--- config.mk ---
export PLATFORM = sky130hd
export DESIGN_NAME = mem_read_arbiter
export DESIGN_NICKNAME = d
export VERILOG_FILES = /design/src/rtl/mem_read_arbiter_pkg.sv /design/src/rtl/mem_read_arbiter_rr_arbiter.sv /design/src/rtl/mem_read_arbiter.sv
export SDC_FILE = /design/constraint.sdc
export NUM_CORES = 1
export LEC_CHECK = 0
export BUFFER_PORTS_ARGS = -buffer_cell sky130_fd_sc_hd__buf_2
export CORE_MARGIN = 3
export CORE_UTILIZATION = 47
export DETAILED_ROUTE_END_ITERATION = 7
export PLACE_DENSITY = 0.85
export SLEW_MARGIN = 25
export SYNTH_ARGS = -nofsm -noshare
export SYNTH_HDL_FRONTEND = slang
export SYNTH_SLANG_ARGS = --single-unit
--- constraint.sdc ---
create_clock -name i_clk -period 4 [get_ports i_clk]
set_input_delay 0.2 -clock i_clk [delete_from_list [all_inputs] [get_ports i_clk]]
set_output_delay 0.2 -clock i_clk [all_outputs]
set_load 0.005 [all_outputs]
--- src/rtl/mem_read_arbiter_pkg.sv ---
// ============================================================================
// mem_read_arbiter_pkg : shared AXI read-channel types and defaults
// Rev 1.0
// ============================================================================
`default_nettype none

package mem_read_arbiter_pkg;

  localparam int AXI_LEN_BITS = 8;

  typedef enum logic [1:0] {
    AXI_RESP_OKAY   = 2'b00,
    AXI_RESP_EXOKAY = 2'b01,
    AXI_RESP_SLVERR = 2'b10,
    AXI_RESP_DECERR = 2'b11
  } axi_resp_t;

  typedef enum logic [1:0] {
    ST_IDLE = 2'd0,
    ST_ADDR = 2'd1,
    ST_DATA = 2'd2
  } arb_state_t;

  // Width of a requester index; a single bit even for the degenerate N=1 case.
  function automatic int ptr_width(input int n);
    return (n > 1) ? $clog2(n) : 1;
  endfunction

endpackage

`default_nettype wire

--- src/rtl/mem_read_arbiter_rr_arbiter.sv ---
// ============================================================================
// rr_arbiter : combinational round-robin pick, first request at/after pointer
// Rev 1.0
// ============================================================================
`default_nettype none

module rr_arbiter #(
  parameter int N_REQ = 2,
  parameter int PTR_W = 1
) (
  input  logic [N_REQ-1:0] i_req,
  input  logic [PTR_W-1:0] i_ptr,
  output logic [N_REQ-1:0] o_grant
);

  always_comb begin : p_pick
    int               v_sum;
    logic [PTR_W-1:0] v_idx;
    logic             v_found;
    o_grant = '0;
    v_found = 1'b0;
    v_sum   = 0;
    v_idx   = '0;
    for (int off = 0; off < N_REQ; off++) begin
      v_sum = int'(i_ptr) + off;
      if (v_sum >= N_REQ) begin
        v_sum = v_sum - N_REQ;
      end
      v_idx = v_sum[PTR_W-1:0];
      if (!v_found && i_req[v_idx]) begin
        o_grant[v_idx] = 1'b1;
        v_found        = 1'b1;
      end
    end
  end

endmodule

`default_nettype wire

--- src/rtl/mem_read_arbiter.sv ---
// ============================================================================
// mem_read_arbiter : shares one AXI4 read channel between N cache requesters
// Rev 1.0
// ============================================================================
`default_nettype none

module mem_read_arbiter
  import mem_read_arbiter_pkg::*;
#(
  parameter int N_REQ     = 2,
  parameter int ADDR_SIZE = 32,
  parameter int DATA_SIZE = 32,
  parameter int LEN_BITS  = AXI_LEN_BITS
) (
  input  logic                          i_clk,
  input  logic                          i_reset,
  input  logic [N_REQ-1:0]              i_ar_valid,
  input  logic [N_REQ*ADDR_SIZE-1:0]    i_ar_addr,
  input  logic [N_REQ*LEN_BITS-1:0]     i_ar_len,
  output logic [N_REQ-1:0]              o_ar_ready,
  output logic [N_REQ-1:0]              o_r_valid,
  output logic [DATA_SIZE-1:0]          o_r_data,
  output logic                          o_r_last,
  input  logic [N_REQ-1:0]              i_r_ready,
  output logic                          o_m_ar_valid,
  output logic [ADDR_SIZE-1:0]          o_m_ar_addr,
  output logic [LEN_BITS-1:0]           o_m_ar_len,
  input  logic                          i_m_ar_ready,
  input  logic                          i_m_r_valid,
  input  logic [DATA_SIZE-1:0]          i_m_r_data,
  input  logic                          i_m_r_last,
  input  logic [1:0]                    i_m_r_resp,
  output logic                          o_m_r_ready,
  output logic                          o_len_err
);

  localparam int PTR_W = ptr_width(N_REQ);

  arb_state_t           r_state;
  arb_state_t           w_next_state;
  logic [PTR_W-1:0]     r_rr_ptr;
  logic [PTR_W-1:0]     r_gnt_idx;
  logic [PTR_W-1:0]     w_gnt_idx;
  logic [N_REQ-1:0]     w_gnt;
  logic [ADDR_SIZE-1:0] r_addr;
  logic [LEN_BITS-1:0]  r_len;
  logic [LEN_BITS-1:0]  r_cnt;
  logic                 w_any_req;
  logic                 w_r_hs;
  logic                 w_unused_resp;

  rr_arbiter #(
    .N_REQ (N_REQ),
    .PTR_W (PTR_W)
  ) u_rr_arbiter (
    .i_req   (i_ar_valid),
    .i_ptr   (r_rr_ptr),
    .o_grant (w_gnt)
  );

  always_comb begin
    w_gnt_idx = '0;
    for (int i = 0; i < N_REQ; i++) begin
      if (w_gnt[i]) begin
        w_gnt_idx = PTR_W'(i);
      end
    end
  end

  assign w_any_req = |i_ar_valid;
  assign w_r_hs    = (r_state == ST_DATA) && i_m_r_valid && i_r_ready[r_gnt_idx];

  // Response code is deliberately ignored; error handling lives in the caches.
  assign w_unused_resp = ^i_m_r_resp;

  always_comb begin
    w_next_state = r_state;
    o_ar_ready   = '0;
    o_r_valid    = '0;
    o_r_data     = '0;
    o_r_last     = 1'b0;
    o_m_ar_valid = 1'b0;
    o_m_ar_addr  = '0;
    o_m_ar_len   = '0;
    o_m_r_ready  = 1'b0;
    o_len_err    = 1'b0;
    if (i_reset) begin
      w_next_state = ST_IDLE;
    end else begin
      case (r_state)
        ST_IDLE: begin
          if (w_any_req) begin
            o_ar_ready   = w_gnt;
            w_next_state = ST_ADDR;
          end
        end
        ST_ADDR: begin
          o_m_ar_valid = 1'b1;
          o_m_ar_addr  = r_addr;
          o_m_ar_len   = r_len;
          if (i_m_ar_ready) begin
            w_next_state = ST_DATA;
          end
        end
        ST_DATA: begin
          o_r_valid[r_gnt_idx] = i_m_r_valid;
          o_m_r_ready          = i_r_ready[r_gnt_idx];
          o_r_data             = i_m_r_data;
          o_r_last             = i_m_r_last;
          if (w_r_hs) begin
            // Early last, or a non-last beat where the last one was due.
            o_len_err = i_m_r_last ? (r_cnt != r_len) : (r_cnt == r_len);
            if (i_m_r_last) begin
              w_next_state = ST_IDLE;
            end
          end
        end
        default: begin
          w_next_state = ST_IDLE;
        end
      endcase
    end
  end

  always_ff @(posedge i_clk) begin
    if (i_reset) begin
      r_state   <= ST_IDLE;
      r_rr_ptr  <= '0;
      r_gnt_idx <= '0;
      r_addr    <= '0;
      r_len     <= '0;
      r_cnt     <= '0;
    end else begin
      r_state <= w_next_state;
      case (r_state)
        ST_IDLE: begin
          if (w_any_req) begin
            r_gnt_idx <= w_gnt_idx;
            r_addr    <= i_ar_addr[int'(w_gnt_idx)*ADDR_SIZE +: ADDR_SIZE];
            r_len     <= i_ar_len[int'(w_gnt_idx)*LEN_BITS +: LEN_BITS];
          end
        end
        ST_ADDR: begin
          if (i_m_ar_ready) begin
            r_cnt <= '0;
          end
        end
        ST_DATA: begin
          if (w_r_hs) begin
            r_cnt <= r_cnt + 1'b1;
            if (i_m_r_last) begin
              if (r_gnt_idx == PTR_W'(N_REQ - 1)) begin
                r_rr_ptr <= '0;
              end else begin
                r_rr_ptr <= r_gnt_idx + 1'b1;
              end
            end
          end
        end
        default: begin
          r_cnt <= '0;
        end
      endcase
    end
  end

endmodule

`default_nettype wire

==> impl_metrics.py <==
metrics = {
    "layout": {
        "n_antenna_cell": 0,
        "final_util_pct": 66.5,
        "final_cell_area_um2": 4370,
        "regArea_um2": 1040,
        "area_delta_synth_final_pct": 33.0,
        "multi_input_area_um2": 2070,
        "n_fill_cell": 543,
        "final_cells": 636,
        "nNetsFinal": 667,
        "drive_gt1_share_pct": 47.3,
    },
    "placement": {
        "dpl.hpwl_um": 6990,
        "dp_slack_ns": 1.68,
        "numPlacedInstances": 628,
        "placed_area_um2": 4270,
        "io_buffers": 200,
        "gp_congestion": 0.875,
    },
    "timing": {
        "whs_ns": 0.217,
        "clock.fmax_ghz": 0.442,
        "rsz0062_at_grt": "no",
        "setup_viol": 0,
        "setup_ws_ns": 1.74,
        "tns_ns": 0,
        "period_share_pct": 56.5,
        "max_slew_margin_pct": 46.0,
        "skew_ns": 0.00392,
        "tightest_slew_ns": 0.807,
        "hold_viol": 0,
        "drv_slew": 0,
        "post-route-min-period_ns": 2.26,
    },
    "power": {
        "power_mw": 1.22,
        "max-vdd-ir-drop_uv": 120,
        "power_density_nw_per_um2": 280,
        "p_leak_nw": 2.29,
    },
    "synthesis": {
        "ys_seq_elements": 52,
        "syn-instance-count": 359,
        "netlist.area_leader.share_pct": 31.7,
        "avgSynthCellArea_um2": 9.15,
        "yosysSeqAreaShare_pct": 31.7,
        "yosysUniqueCellTypes": 41,
        "async_flop_share_pct": 0,
        "synth_area_leaders": "dfxtp_1, a211oi_2, and2_1",
        "synth_area_um2": 3280,
        "ys_top_cells_by_count": "and2_1, dfxtp_1, nor2_1",
        "yosysMostFrequentCell": "and2_1",
        "yosysWarnings": 0,
        "ys.flop_type": "dfxtp_1",
        "synth_fp_nets": 483,
        "synth-edff-count": 0,
        "yosysTopAreaCell": "dfxtp_1",
    },
    "critical_path": {
        "worstReg2RegEnd": "r_addr[29]$_SDFFE_PP0P_",
        "worstPathMaxFanout": 25,
        "crit_path_end_kind": "primary output",
        "critPathCapture": "o_len_err",
        "worstSetupStartpoint": "r_state[1]$_SDFFE_PP0P_",
        "critical_path.top_delay_family": "simple AND/OR/NAND/NOR gates",
        "startpoint_type": "flop",
        "timing.rr.start": "r_state[1]$_SDFFE_PP0P_",
        "crit_type": "flop to primary output",
        "crit_path_cell_trace": "nor3b_4 -> buf_8 -> nand3_2 -> a21oi_1 -> buf_2",
        "required_ns": 3.80,
        "max_stage_delay_ns": 0.61,
        "r2r_slack_ns": 1.92,
        "slowest_stage": "dfxtp_1",
        "cp.depth": 5,
        "r2r.worst_path.cells": 4,
        "crit_buf_inv": 2,
        "worstPathArrival_ns": 2.06,
    },
    "routing": {
        "ant_nets": 0,
        "vias_per_cell": 5.00,
        "drt_pass1_iterations": 4,
        "routed_wl_um": 8870,
        "drc_errors": 0,
        "via_count": 3178,
        "wl_per_cell_um": 13.9,
        "dr.first_iter.drc_count": 87,
    },
    "die": {
        "rows": 29,
        "fp.dieH_um": 89.6,
        "dieWidth_um": 89.6,
        "core-area_um2": 6570,
        "num_io_pins": 203,
        "die_area_um2": 8030,
        "start_util_pct": 50.0,
    },
    "clock_tree": {
        "post_cts_buffers": 0,
        "cts_resized": 0,
        "path_clk_slew_ns": 0.08,
        "cts_hold_buf": 0,
        "htree_num_levels": 2,
        "numCtsBuffers": 5,
        "root_buffer": "clkbuf_8",
        "clock-sinks": 52,
        "worstSkewPairLatency_ns": 0.29,
        "cts_tree": "done",
        "clockBufferDepth": 2,
    },
    "grt": {
        "grt_pass1_vias": 2825,
        "grt_pass1_wl_um": 12700,
        "antenna_found_initial": 0,
        "grtUsageTotal_pct": 20.2,
        "grt_max_degree": 50,
        "overflow": 0,
    },
    "hold_path": {
        "min_path_type": "input port to flop",
    },
    "flow_run": {
        "drv_cap": 0,
    },
    "outcome": {
        "status": "finished, final reports clean",
    },
}
metal layers:
layer	vias to the layer above	track usage (%)	routed length, µm
li1	1611	-	-
met1	1408	21.7	3370
met4	0	3.52	29
met5	-	0	0
met3	2	5.11	777
met2	157	39.8	4690
registers in the layout (all words and copies together) (netlist names):
signal,flops
r_addr,32
r_cnt,8
r_gnt_idx,1
r_len,8
r_rr_ptr,1
r_state,2
how the worst min path moves through the flow:
stage / startpoint / to / cells past startpoint
6_report: i_m_ar_ready / r_state[1]$_SDFFE_PP0P_ / 3
2_1_floorplan: i_m_ar_ready / r_state[1]$_SDFFE_PP0P_ / 2
5_1_grt: i_m_ar_ready / r_state[1]$_SDFFE_PP0P_ / 3
3_3_place_gp: r_cnt[7]$_SDFFE_PP0P_ / r_cnt[7]$_SDFFE_PP0P_ / 1
3_5_place_dp: r_addr[1]$_SDFFE_PP0P_ / r_addr[1]$_SDFFE_PP0P_ / 2
4_1_cts: i_m_ar_ready / r_state[1]$_SDFFE_PP0P_ / 3
cell usage in the layout (no fill, tap or decap), drive strengths merged:
cell type,netlist,layout
and3,3,3
o21a,1,1
or3,2,2
clkbuf,11,6
nand3,6,6
and2,73,73
mux2,1,1
dfxtp,52,52
nor2b,2,2
o21ai,3,3
a32o,1,1
o32ai,1,1
nor3,2,2
xnor2,8,8
a21o,1,1
nand2,9,9
nor4,3,3
clkinv,0,1
nor4b,2,2
o31ai,1,1
mux2i,44,44
buf,17,205
o211ai,1,1
inv,5,5
a21oi,5,5
o2bb2ai,1,1
nand4,4,4
nor2,51,51
nor3b,1,1
a31oi,5,5
a211oi,40,40
ha,1,1
nand2b,1,1
o21bai,1,1
power by group:
part,total [mW],internal [mW],switching (mW)
combinational,0.343,0.163,0.179
sequential,0.606,0.571,0.0348
clock,0.275,0.119,0.156
total,1.22,0.854,0.370
area by class of cell:
cell class | count | area share, %
clock inverter | 1 | 0.115
sequential | 52 | 23.8
clock buffer | 6 | 1.66
multi-input combinational | 274 | 47.3
tap | 93 | 2.66
inverter | 5 | 0.430
timing repair buffer | 205 | 24.0
worst register-to-register path: cells and delay by family, from the launching register on:
kind / cells / cell delay (ns)
buf+inv: 1 / 0.51
flops: 1 / 0.45
simple gates: 2 / 0.85
compound gates: 1 / 0.20
kinds of logic after synthesis:
group | count (synthesis) | share of synthesized area (%)
and+or+nand+nor | 159 | 26.6
adders and majority gates | 1 | 0.381
AOI/OAI and AO/OA | 61 | 19.7
xor gates and xnor gates | 8 | 2.13
DFF | 52 | 31.7
buffers and inverters | 33 | 5.64
muxes | 45 | 13.9
Note: power is estimated with default switching activity, not from simulation.
